## src/rtl/axi4lite_wr_arb_pkg.sv

```systemverilog
// rtl/axi4lite_wr_arb_pkg.sv - shared types, response codes and round-robin pick for the write arbiter
//
// Purpose: common definitions imported by rr_arbiter_n and axi4lite_wr_arbiter.
//   state_e     : arbiter FSM states
//   RESP_*      : AXI BRESP encodings
//   rr_pick()   : first asserted request at or above a pointer, wrapping modulo n
package axi4lite_wr_arb_pkg;

  typedef enum logic [2:0] {
    IDLE  = 3'd0,
    START = 3'd1,
    WAIT  = 3'd2,
    ACK   = 3'd3,
    DRAIN = 3'd4
  } state_e;

  localparam logic [1:0] RESP_OKAY   = 2'b00;
  localparam logic [1:0] RESP_SLVERR = 2'b10;

  // Largest supported requester count; callers zero-pad req to this width.
  localparam int MAX_REQ = 8;

  // Scan n requesters starting at ptr and wrapping; returns 0 when none asserted.
  function automatic logic [2:0] rr_pick(input logic [MAX_REQ-1:0] req,
                                         input logic [2:0]         ptr,
                                         input int                 n);
    logic [2:0] idx;
    logic       found;
    rr_pick = 3'd0;
    found   = 1'b0;
    for (int k = 0; k < MAX_REQ; k++) begin
      idx = 3'((int'(ptr) + k) % n);
      if (k < n && !found && req[idx]) begin
        rr_pick = idx;
        found   = 1'b1;
      end
    end
  endfunction

endpackage

```

## src/rtl/axi4lite_wr_arbiter_rr.sv

```systemverilog
// rtl/axi4lite_wr_arbiter_rr.sv - round-robin pick with registered priority pointer
//
// Purpose: combinational grant among NUM_REQ requesters, priority starting at ptr_q.
// Ports:
//   clk, rst  : clock, synchronous active-high reset (ptr_q -> 0)
//   req       : request vector to arbitrate
//   advance   : move ptr_q to one past the current gnt_idx (mod NUM_REQ)
//   gnt_idx   : index of the winning requester
//   gnt_vld   : at least one request asserted
module rr_arbiter_n
  import axi4lite_wr_arb_pkg::*;
#(
  parameter  int NUM_REQ = 4,
  localparam int IW      = $clog2(NUM_REQ)
) (
  input  logic               clk,
  input  logic               rst,
  input  logic [NUM_REQ-1:0] req,
  input  logic               advance,
  output logic [IW-1:0]      gnt_idx,
  output logic               gnt_vld
);

  logic [IW-1:0]      ptr_q, ptr_d;
  logic [MAX_REQ-1:0] req_pad;
  logic [2:0]         pick;

  always_comb begin
    req_pad              = '0;
    req_pad[NUM_REQ-1:0] = req;
    pick                 = rr_pick(req_pad, 3'(ptr_q), NUM_REQ);
    gnt_idx              = IW'(pick);
    gnt_vld              = |req;
  end

  always_comb begin
    ptr_d = ptr_q;
    if (advance) begin
      ptr_d = (gnt_idx == IW'(NUM_REQ - 1)) ? '0 : gnt_idx + IW'(1);
    end
  end

  always_ff @(posedge clk) begin
    if (rst) begin
      ptr_q <= '0;
    end else begin
      ptr_q <= ptr_d;
    end
  end

endmodule

```

## src/rtl/axi4lite_wr_arbiter.sv

```systemverilog
// rtl/axi4lite_wr_arbiter.sv - round-robin sharing of one AXI4-Lite write driver among NUM_REQ requesters
//
// Purpose: grant a requester, register its payload, pulse drv_start, wait for
// drv_done and return a one-cycle one-hot ack with the captured BRESP.
// Optional watchdog: define AXI4LITE_WR_ARB_TIMEOUT_EN to add TIMEOUT_CYC,
// the sticky timeout_err output and the DRAIN state.
// Ports:
//   clk, rst                     : clock, synchronous active-high reset
//   req / req_addr/data/strb     : per-requester request and packed payload slices
//   ack, ack_resp                : one-cycle completion pulse and its BRESP
//   drv_start, drv_done, drv_bresp : handshake with the write driver
//   m_awaddr, m_wdata, m_wstrb   : registered payload of the current winner
//   busy                         : FSM not in IDLE
//   timeout_err                  : (macro only) sticky watchdog flag
module axi4lite_wr_arbiter
  import axi4lite_wr_arb_pkg::*;
#(
  parameter int NUM_REQ     = 4,
  parameter int AW          = 32,
  parameter int DW          = 32
`ifdef AXI4LITE_WR_ARB_TIMEOUT_EN
  , parameter int TIMEOUT_CYC = 1024
`endif
) (
  input  logic                    clk,
  input  logic                    rst,
  input  logic [NUM_REQ-1:0]      req,
  input  logic [NUM_REQ*AW-1:0]   req_addr,
  input  logic [NUM_REQ*DW-1:0]   req_data,
  input  logic [NUM_REQ*DW/8-1:0] req_strb,
  output logic [NUM_REQ-1:0]      ack,
  output logic [1:0]              ack_resp,
  output logic                    drv_start,
  input  logic                    drv_done,
  input  logic [1:0]              drv_bresp,
  output logic [AW-1:0]           m_awaddr,
  output logic [DW-1:0]           m_wdata,
  output logic [DW/8-1:0]         m_wstrb,
  output logic                    busy
`ifdef AXI4LITE_WR_ARB_TIMEOUT_EN
  , output logic                  timeout_err
`endif
);

  localparam int IW = $clog2(NUM_REQ);
  localparam int SW = DW / 8;

  state_e               state_q, state_d;
  logic [IW-1:0]        gnt_q, gnt_d;
  logic [AW-1:0]        awaddr_q, awaddr_d;
  logic [DW-1:0]        wdata_q, wdata_d;
  logic [SW-1:0]        wstrb_q, wstrb_d;
  logic                 drv_start_q, drv_start_d;
  logic [NUM_REQ-1:0]   ack_q, ack_d;
  logic [1:0]           ack_resp_q, ack_resp_d;
`ifdef AXI4LITE_WR_ARB_TIMEOUT_EN
  logic [15:0]          cnt_q, cnt_d;
  logic                 to_err_q, to_err_d;
`endif

  logic [NUM_REQ-1:0]   gnt_oh;
  logic [NUM_REQ-1:0]   arb_req;
  logic                 arb_adv;
  logic [IW-1:0]        arb_idx;
  logic                 arb_vld;

  assign gnt_oh = NUM_REQ'(1) << gnt_q;

  // Outside IDLE the arbiter only sees the latched winner, so when the pointer
  // advances it lands one past the winner, not past whoever is requesting now.
  assign arb_req = (state_q == IDLE) ? req : gnt_oh;

  rr_arbiter_n #(
    .NUM_REQ (NUM_REQ)
  ) u_arb (
    .clk     (clk),
    .rst     (rst),
    .req     (arb_req),
    .advance (arb_adv),
    .gnt_idx (arb_idx),
    .gnt_vld (arb_vld)
  );

  always_comb begin
    state_d     = state_q;
    gnt_d       = gnt_q;
    awaddr_d    = awaddr_q;
    wdata_d     = wdata_q;
    wstrb_d     = wstrb_q;
    drv_start_d = 1'b0;
    ack_d       = '0;
    ack_resp_d  = RESP_OKAY;
    arb_adv     = 1'b0;
`ifdef AXI4LITE_WR_ARB_TIMEOUT_EN
    cnt_d       = cnt_q;
    to_err_d    = to_err_q;
`endif
    case (state_q)
      IDLE: begin
        if (arb_vld) begin
          gnt_d    = arb_idx;
          awaddr_d = req_addr[int'(arb_idx)*AW +: AW];
          wdata_d  = req_data[int'(arb_idx)*DW +: DW];
          wstrb_d  = req_strb[int'(arb_idx)*SW +: SW];
          state_d  = START;
        end
      end
      START: begin
        // drv_start is registered, so the pulse lands in the first WAIT cycle.
        drv_start_d = 1'b1;
        state_d     = WAIT;
`ifdef AXI4LITE_WR_ARB_TIMEOUT_EN
        cnt_d       = '0;
`endif
      end
      WAIT: begin
`ifdef AXI4LITE_WR_ARB_TIMEOUT_EN
        cnt_d = cnt_q + 16'd1;
`endif
        if (drv_done) begin
          ack_d      = gnt_oh;
          ack_resp_d = drv_bresp;
          state_d    = ACK;
        end
`ifdef AXI4LITE_WR_ARB_TIMEOUT_EN
        else if (cnt_q == 16'(TIMEOUT_CYC - 1)) begin
          // Answer the requester now; the driver is still owed its drv_done.
          ack_d      = gnt_oh;
          ack_resp_d = RESP_SLVERR;
          to_err_d   = 1'b1;
          arb_adv    = 1'b1;
          state_d    = DRAIN;
        end
`endif
      end
      ACK: begin
        arb_adv = 1'b1;
        state_d = IDLE;
      end
`ifdef AXI4LITE_WR_ARB_TIMEOUT_EN
      DRAIN: begin
        if (drv_done) begin
          state_d = IDLE;
        end
      end
`endif
      default: begin
        state_d = IDLE;
      end
    endcase
  end

  always_ff @(posedge clk) begin
    if (rst) begin
      state_q     <= IDLE;
      gnt_q       <= '0;
      awaddr_q    <= '0;
      wdata_q     <= '0;
      wstrb_q     <= '0;
      drv_start_q <= 1'b0;
      ack_q       <= '0;
      ack_resp_q  <= RESP_OKAY;
`ifdef AXI4LITE_WR_ARB_TIMEOUT_EN
      cnt_q       <= '0;
      to_err_q    <= 1'b0;
`endif
    end else begin
      state_q     <= state_d;
      gnt_q       <= gnt_d;
      awaddr_q    <= awaddr_d;
      wdata_q     <= wdata_d;
      wstrb_q     <= wstrb_d;
      drv_start_q <= drv_start_d;
      ack_q       <= ack_d;
      ack_resp_q  <= ack_resp_d;
`ifdef AXI4LITE_WR_ARB_TIMEOUT_EN
      cnt_q       <= cnt_d;
      to_err_q    <= to_err_d;
`endif
    end
  end

  assign ack       = ack_q;
  assign ack_resp  = ack_resp_q;
  assign drv_start = drv_start_q;
  assign m_awaddr  = awaddr_q;
  assign m_wdata   = wdata_q;
  assign m_wstrb   = wstrb_q;
  assign busy      = (state_q != IDLE);
`ifdef AXI4LITE_WR_ARB_TIMEOUT_EN
  assign timeout_err = to_err_q;
`endif

endmodule

```

## config.mk

```make
export PLATFORM = sky130hd
export DESIGN_NAME = axi4lite_wr_arbiter
export DESIGN_NICKNAME = d
export VERILOG_FILES = /design/src/rtl/axi4lite_wr_arb_pkg.sv /design/src/rtl/axi4lite_wr_arbiter_rr.sv /design/src/rtl/axi4lite_wr_arbiter.sv
export SDC_FILE = /design/constraint.sdc
export NUM_CORES = 1
export LEC_CHECK = 0
export ABC_AREA = 1
export CAP_MARGIN = 10
export CORE_AREA = 5 5 134 136
export CTS_BUF_LIST = sky130_fd_sc_hd__clkbuf_16
export DETAILED_ROUTE_END_ITERATION = 16
export DIE_AREA = 0 0 139 141
export GPL_ROUTABILITY_DRIVEN = 0
export GPL_TIMING_DRIVEN = 0
export PLACE_DENSITY = 0.94
export SETUP_SLACK_MARGIN = 0.05
export SKIP_CTS_REPAIR_TIMING = 1
export SYNTH_ARGS = -nofsm -noshare
export SYNTH_HDL_FRONTEND = slang
export SYNTH_SLANG_ARGS = --single-unit
```

## constraint.sdc

```tcl
create_clock -name clk -period 3 [get_ports clk]
set_input_delay 0.9 -clock clk [delete_from_list [all_inputs] [get_ports clk]]
set_output_delay 0.9 -clock clk [all_outputs]
set_load 0.01 [all_outputs]
```

After elaboration in Yosys (flattened, before gate mapping):

Cells that the tools add are included.

* output and inout port bits: 76
* bits in registers: 82
* input port bits: 281
* word-level logic and storage cells: 69

* $add $sub $neg: 4
* shift-type cells: 4
* bitwise logic cells: 5
* mux-type cells: 22
* equal/unequal tests: 6
* $lt $le $gt $ge: 4
* reductions and logical operators: 15

Operators by type and width (number)
* 128-bit by 8-bit variable part select with 32-bit output: 2
* 16-bit by 5-bit variable part select with 4-bit output: 1
* 3-bit by 4-bit less-than comparator with 1-bit output, second input constant: 3
* 2-bit 2-to-1 mux: 5
* 1-bit binary-select mux with 3-bit select: 3
* 1-bit 2-to-1 mux: 9
* 3-bit one-hot mux with 3 select lines: 1
* 3-bit by 2-bit == test with 1-bit output, second input constant: 2
* 3-bit 2-to-1 mux: 2
* 2-bit OR reduction: 3
* 2-bit by 1-bit adder with 2-bit output, second input constant: 2
* 2-bit adder, second input constant: 2
* 2-bit by 4-bit less-than comparator with 1-bit output, second input constant: 1
* 4-bit 2-to-1 mux: 1
* 2-bit != test, second input constant: 2
* 2-bit AND reduction: 2
* 4-bit OR reduction: 1
* 1-bit by 2-bit << shifter with 4-bit output, first input constant: 1
* 1-bit bitwise AND, first input constant: 3
* 3-bit by 1-bit == test with 1-bit output, second input constant: 1
* 1-bit logical AND: 3
* 1-bit zero test: 3
* 3-bit zero test: 1
* 3-bit nonzero test: 1
* 4 further kinds: 5

Logic depth before layout (Yosys ltp):

* depth in word-level cells: 16
* depth in mapped cells: 22
* depth with buffers taken out: 19

Cells and area by module:

Synthesis repeated with hierarchy kept, for this count alone.

* cell total of the unflattened synthesis: 892
* area, all modules: 5181.2 µm²

By module, submodules not included
* axi4lite_wr_arbiter: cells each 827, area an instance 4858.4 µm², times used 1, sequential area each 1581.5 µm²
* rr_arbiter_n: cells each 65, area an instance 322.8 µm², times used 1, sequential area each 40.0 µm²

Least setup slack after synthesis:

No wires, ideal clock.

* path type: input to register
* start: in req[3]
* end: reg awaddr_q[10] (netlist: m_awaddr[10])
* stages: 15
* buffers on the path: 3
* arrival: 2200 ps
* setup time: 109 ps
* path slack: 691 ps
* data required time: 2891 ps
* cell sequence: nand2_1 > nand3_1 > nand3_1 > nand2_1 > nor2_4 > nand2_1 > nand2_1 > buf_4 > buf_6 > buf_6 > nand3b_1 > nand3_1 > nand3_1 > nand2_1 > inv_1

* longest elaborated chain between the ends: 14
* elaborated cells between the ends (all ways): 25
* those cells by class: shift: 1; mux: 16; reduce/logical: 8

Ends and longest elaborated chain
* start, declared: RTL line axi4lite_wr_arbiter.sv:27 `input logic [NUM_REQ-1:0] req,`
* 4-bit 2-to-1 mux (*): RTL line axi4lite_wr_arbiter.sv:71 `assign arb_req = (state_q == IDLE) ? req : gnt_oh;`
* 1-bit binary-select mux with 2-bit select: RTL line axi4lite_wr_arb_pkg.sv:33 `if (k < n && !found && req[idx]) begin`
* 1-bit 2-to-1 mux (not written as such): RTL line axi4lite_wr_arb_pkg.sv:33
* 1-bit 2-to-1 mux: RTL line axi4lite_wr_arb_pkg.sv:33
* 1-bit zero test: RTL line axi4lite_wr_arb_pkg.sv:33
* 1-bit logical AND: RTL line axi4lite_wr_arb_pkg.sv:33
* 1-bit 2-to-1 mux: RTL line axi4lite_wr_arb_pkg.sv:33
* 1-bit zero test: RTL line axi4lite_wr_arb_pkg.sv:33
* 1-bit logical AND: RTL line axi4lite_wr_arb_pkg.sv:33
* 1-bit 2-to-1 mux: RTL line axi4lite_wr_arb_pkg.sv:33
* 1-bit zero test: RTL line axi4lite_wr_arb_pkg.sv:33
* 1-bit logical AND: RTL line axi4lite_wr_arb_pkg.sv:33
* 2-bit 2-to-1 mux: RTL line axi4lite_wr_arb_pkg.sv:33
* 128-bit by 8-bit variable part select with 32-bit output: RTL line axi4lite_wr_arbiter.sv:102 `awaddr_d = req_addr[int'(arb_idx)*AW +: AW];`
* end signal, assigned: RTL line axi4lite_wr_arbiter.sv:170 `awaddr_q <= awaddr_d;`
* end, declared: RTL line axi4lite_wr_arbiter.sv:50 `logic [AW-1:0] awaddr_q, awaddr_d;`

Mark *: on every way between the ends. The rest lies on a longest branch, timed or not. The select of a mux whose other input is x is not followed.
A chain may end at the register's enable or synchronous reset.

Final worst setup path:

* start: in req[3]
* end: reg awaddr_q[1] (netlist: m_awaddr[1])

The elaborated chain is that of the path after synthesis.

==> flow_summary.yaml <==
route:
  avgViaCountPerCell: 5.00
  routed_antenna_nets: 0
  routedWlPerCell_um: 16.7
  wl_um: 29100
  dr.first_iter.drc_count: 654
  drc_errors: 0
  routed-via-count: 8726
  detailedRoute.firstPassIterationCount: 5
final_layout:
  fraction_of_final_layout_cells_with_drive_strength_greater_than_1: 0.0638
  most_frequent_cells_in_the_layout: "sky130_fd_sc_hd__clkdlybuf4s50_1, sky130_fd_sc_hd__nand2_1, sky130_fd_sc_hd__nand3_1"
  layout-area-overhead-vs-synth_pct: 66.2
  insertedDiodeCount: 0
  layout_commonest_cell: "sky130_fd_sc_hd__clkdlybuf4s50_1"
  final_nets: 1800
  final.fill_count: 1447
pwr:
  leakagePower_uw: 0.00543
  finalPower_uw: 12400
  power_per_cell_area_nw_per_um2: 1150
  peakVddDrop_mv: 0.573
clock_network:
  cts_sink_count: 81
  htreeDepth: 3
  cts.clk_slew.worst_paths_ns: 0.07
  clk-insertion-delay-late_ns: 0.34
  maximum_root_to_sink_buffer_count: 2
  cts_tree: "yes"
  numCtsBuffers: 9
  ctsRootBufferMaster: "sky130_fd_sc_hd__clkbuf_16"
die:
  floorplan.io_pins: 357
  die_y_um: 141
  dieWidth_um: 139
  die_area_um2: 19600
  core_um2: 16800
  row_count: 48
  start_util: 0.388
status:
  status: "completed"
grt:
  antenna_found_initial: 0
  globalRouteOverflowTotal: 0
  maximum_number_of_pins_on_one_net_before_global_route_repair: 15
  grt_pass1_wl_um: 44000
  grt_use_total: 0.280
  number_of_global_route_vias_before_repair: 8383
timing:
  max_slew_margin: 0.563
  setup_total_negative_slack_ns: 0
  worst_pin_slew_ns: 0.655
  hold_violations: 0
  min_hold_slack_ns: 0.538
  post-route-min-period_ns: 2.80
  clock-skew-final_ns: 0.00661
  clock.fmax_ghz: 0.357
  timing.final.setup_violations: 0
  setup_repair_after_global_routing_missed_its_margin: "false"
  layout_worst_path_cycle_share: 0.933
  slew_violations: 0
critical_path:
  startpoint_type: "input port"
  critPathArrivalTime_ns: 3.09
  timing_worst_setup_path_type: "in -> reg"
  reg2reg_depth: 18
  data_required_time_at_the_worst_endpoint_ns: 3.30
  critical_path_peak_fanout: 10
  timing.critical_path.to_type: "flop"
placement:
  count_of_input_and_output_buffers: 355
  hpwl_um: 22800
synth:
  postSynthRegisterBits: 81
  yosysWarningCount: 0
  synth.yosys.seq_area_share: 0.249
  synth_area_per_cell_um2: 5.69
  post_synthesis_cell_type_count: 29
  postSynthNetCount: 1431
  netlist_area_um2: 6520
  synthesis.instances: 1146
hold_path:
  worst_hold_path_type: "reg -> reg"
  min_delay_path_depth: 2
run:
  drv.max_cap_violation_count: 0
[metrics by stage]
stage | cell area [µm²] | utilization | std cells | worst slack [ns]
finish | 10800 | 0.644 | 1745 | 0.202
CTS | 10700 | 0.636 | 1742 | 0.0951
global placement | 10400 | 0.616 | 1726 | -0.229
floorplan | 6520 | - | 1146 | 0.691
detailed placement | 10400 | 0.616 | 1726 | -0.260
global route | 10800 | 0.644 | 1745 | 0.0563
[state kept, by name, summed over array words and instances, names as in the netlist]
name,flops
m_awaddr,32
state_q,2
drv_start,1
m_wstrb,4
m_wdata,32
u_arb.ptr_q,2
ack,4
ack_resp,2
gnt_q,2
[critical path, cell delays in order]
cell and delay, ns:
sky130_fd_sc_hd__clkdlybuf4s50_1 0.44, sky130_fd_sc_hd__nand2_1 0.11, sky130_fd_sc_hd__nand3_1 0.11, sky130_fd_sc_hd__nand3_1 0.12
sky130_fd_sc_hd__nand2_1 0.10, sky130_fd_sc_hd__nor2_4 0.14, sky130_fd_sc_hd__nand3_1 0.08, sky130_fd_sc_hd__nand2_1 0.12
sky130_fd_sc_hd__nand2_2 0.12, sky130_fd_sc_hd__inv_2 0.21, sky130_fd_sc_hd__buf_2 0.28, sky130_fd_sc_hd__nand3_1 0.14
sky130_fd_sc_hd__nand3_1 0.10, sky130_fd_sc_hd__nand2_1 0.07, sky130_fd_sc_hd__inv_1 0.05
[area by class of cell]
| cell class | instances | area (µm²) | share of cell area |
|---|---|---|---|
| Sequential cell | 81 | 1620 | 0.150 |
| Timing Repair Buffer | 358 | 3580 | 0.330 |
| Clock buffer | 9 | 225 | 0.0208 |
| Clock inverter | 7 | 119 | 0.0110 |
| Multi-Input combinational cell | 806 | 3790 | 0.350 |
| Tap cell | 225 | 282 | 0.0260 |
| Buffer | 80 | 549 | 0.0507 |
| Inverter | 179 | 674 | 0.0622 |
[path summary, 6_finish.rpt]
kind / slack (ns) / endpoint / from
setup / recovery: 0.20 / m_awaddr[1] / req[3]
hold / removal: 0.54 / state_q[1] / state_q[1]
setup reg to reg: 0.31 / m_awaddr[1] / state_q[0]
hold reg to reg: 0.54 / state_q[1] / state_q[1]
[synth_stat cells]
cell	count	area share
sky130_fd_sc_hd__a22oi_1	1	0.0012
sky130_fd_sc_hd__a21oi_1	5	0.0038
sky130_fd_sc_hd__nand3_1	236	0.18
sky130_fd_sc_hd__ha_1	4	0.0077
sky130_fd_sc_hd__a211oi_1	1	0.0012
sky130_fd_sc_hd__nand2_2	3	0.0029
sky130_fd_sc_hd__clkinv_1	1	0.00058
sky130_fd_sc_hd__buf_6	7	0.012
sky130_fd_sc_hd__inv_2	5	0.0029
sky130_fd_sc_hd__nand4_2	1	0.0019
sky130_fd_sc_hd__buf_2	36	0.028
sky130_fd_sc_hd__a221oi_1	1	0.0013
sky130_fd_sc_hd__xor2_2	1	0.0025
sky130_fd_sc_hd__inv_4	1	0.00096
sky130_fd_sc_hd__o21ai_0	5	0.0038
sky130_fd_sc_hd__nor3_1	1	0.00077
sky130_fd_sc_hd__nand3b_1	90	0.10
sky130_fd_sc_hd__clkbuf_1	17	0.0098
sky130_fd_sc_hd__dfxtp_1	81	0.25
sky130_fd_sc_hd__buf_4	13	0.015
sky130_fd_sc_hd__nor2_4	2	0.0035
sky130_fd_sc_hd__buf_1	7	0.0040
sky130_fd_sc_hd__a21oi_2	1	0.0013
sky130_fd_sc_hd__inv_1	172	0.099
sky130_fd_sc_hd__nor2_2	1	0.00096
sky130_fd_sc_hd__nand2_1	353	0.20
sky130_fd_sc_hd__nor2_1	98	0.056
sky130_fd_sc_hd__nand4_1	1	0.00096
sky130_fd_sc_hd__xor2_1	1	0.0013
[where the power goes]
| part | switching, µW | total, µW | internal [µW] |
|---|---|---|---|
| clock network | 491 | 1310 | 816 |
| registers | 197 | 1660 | 1470 |
| logic | 5760 | 9460 | 3700 |
[layer usage]
metal | share of wire | vias up | track usage
met1 | 0.39 | 3935 | 0.329
met5 | 0 | - | 0
met2 | 0.49 | 446 | 0.492
met4 | 0.032 | 0 | 0.111
li1 | - | 4288 | -
met3 | 0.090 | 57 | 0.0695
[logic make-up after synthesis]
family,synth area share
xor gates and xnor gates,0.00384
adders and majority gates,0.00767
and+or+nand+nor,0.555
AOI/OAI and AO/OA,0.0127
buffers and inverters,0.172
DFF,0.249
(Power assumes the default switching activity.)
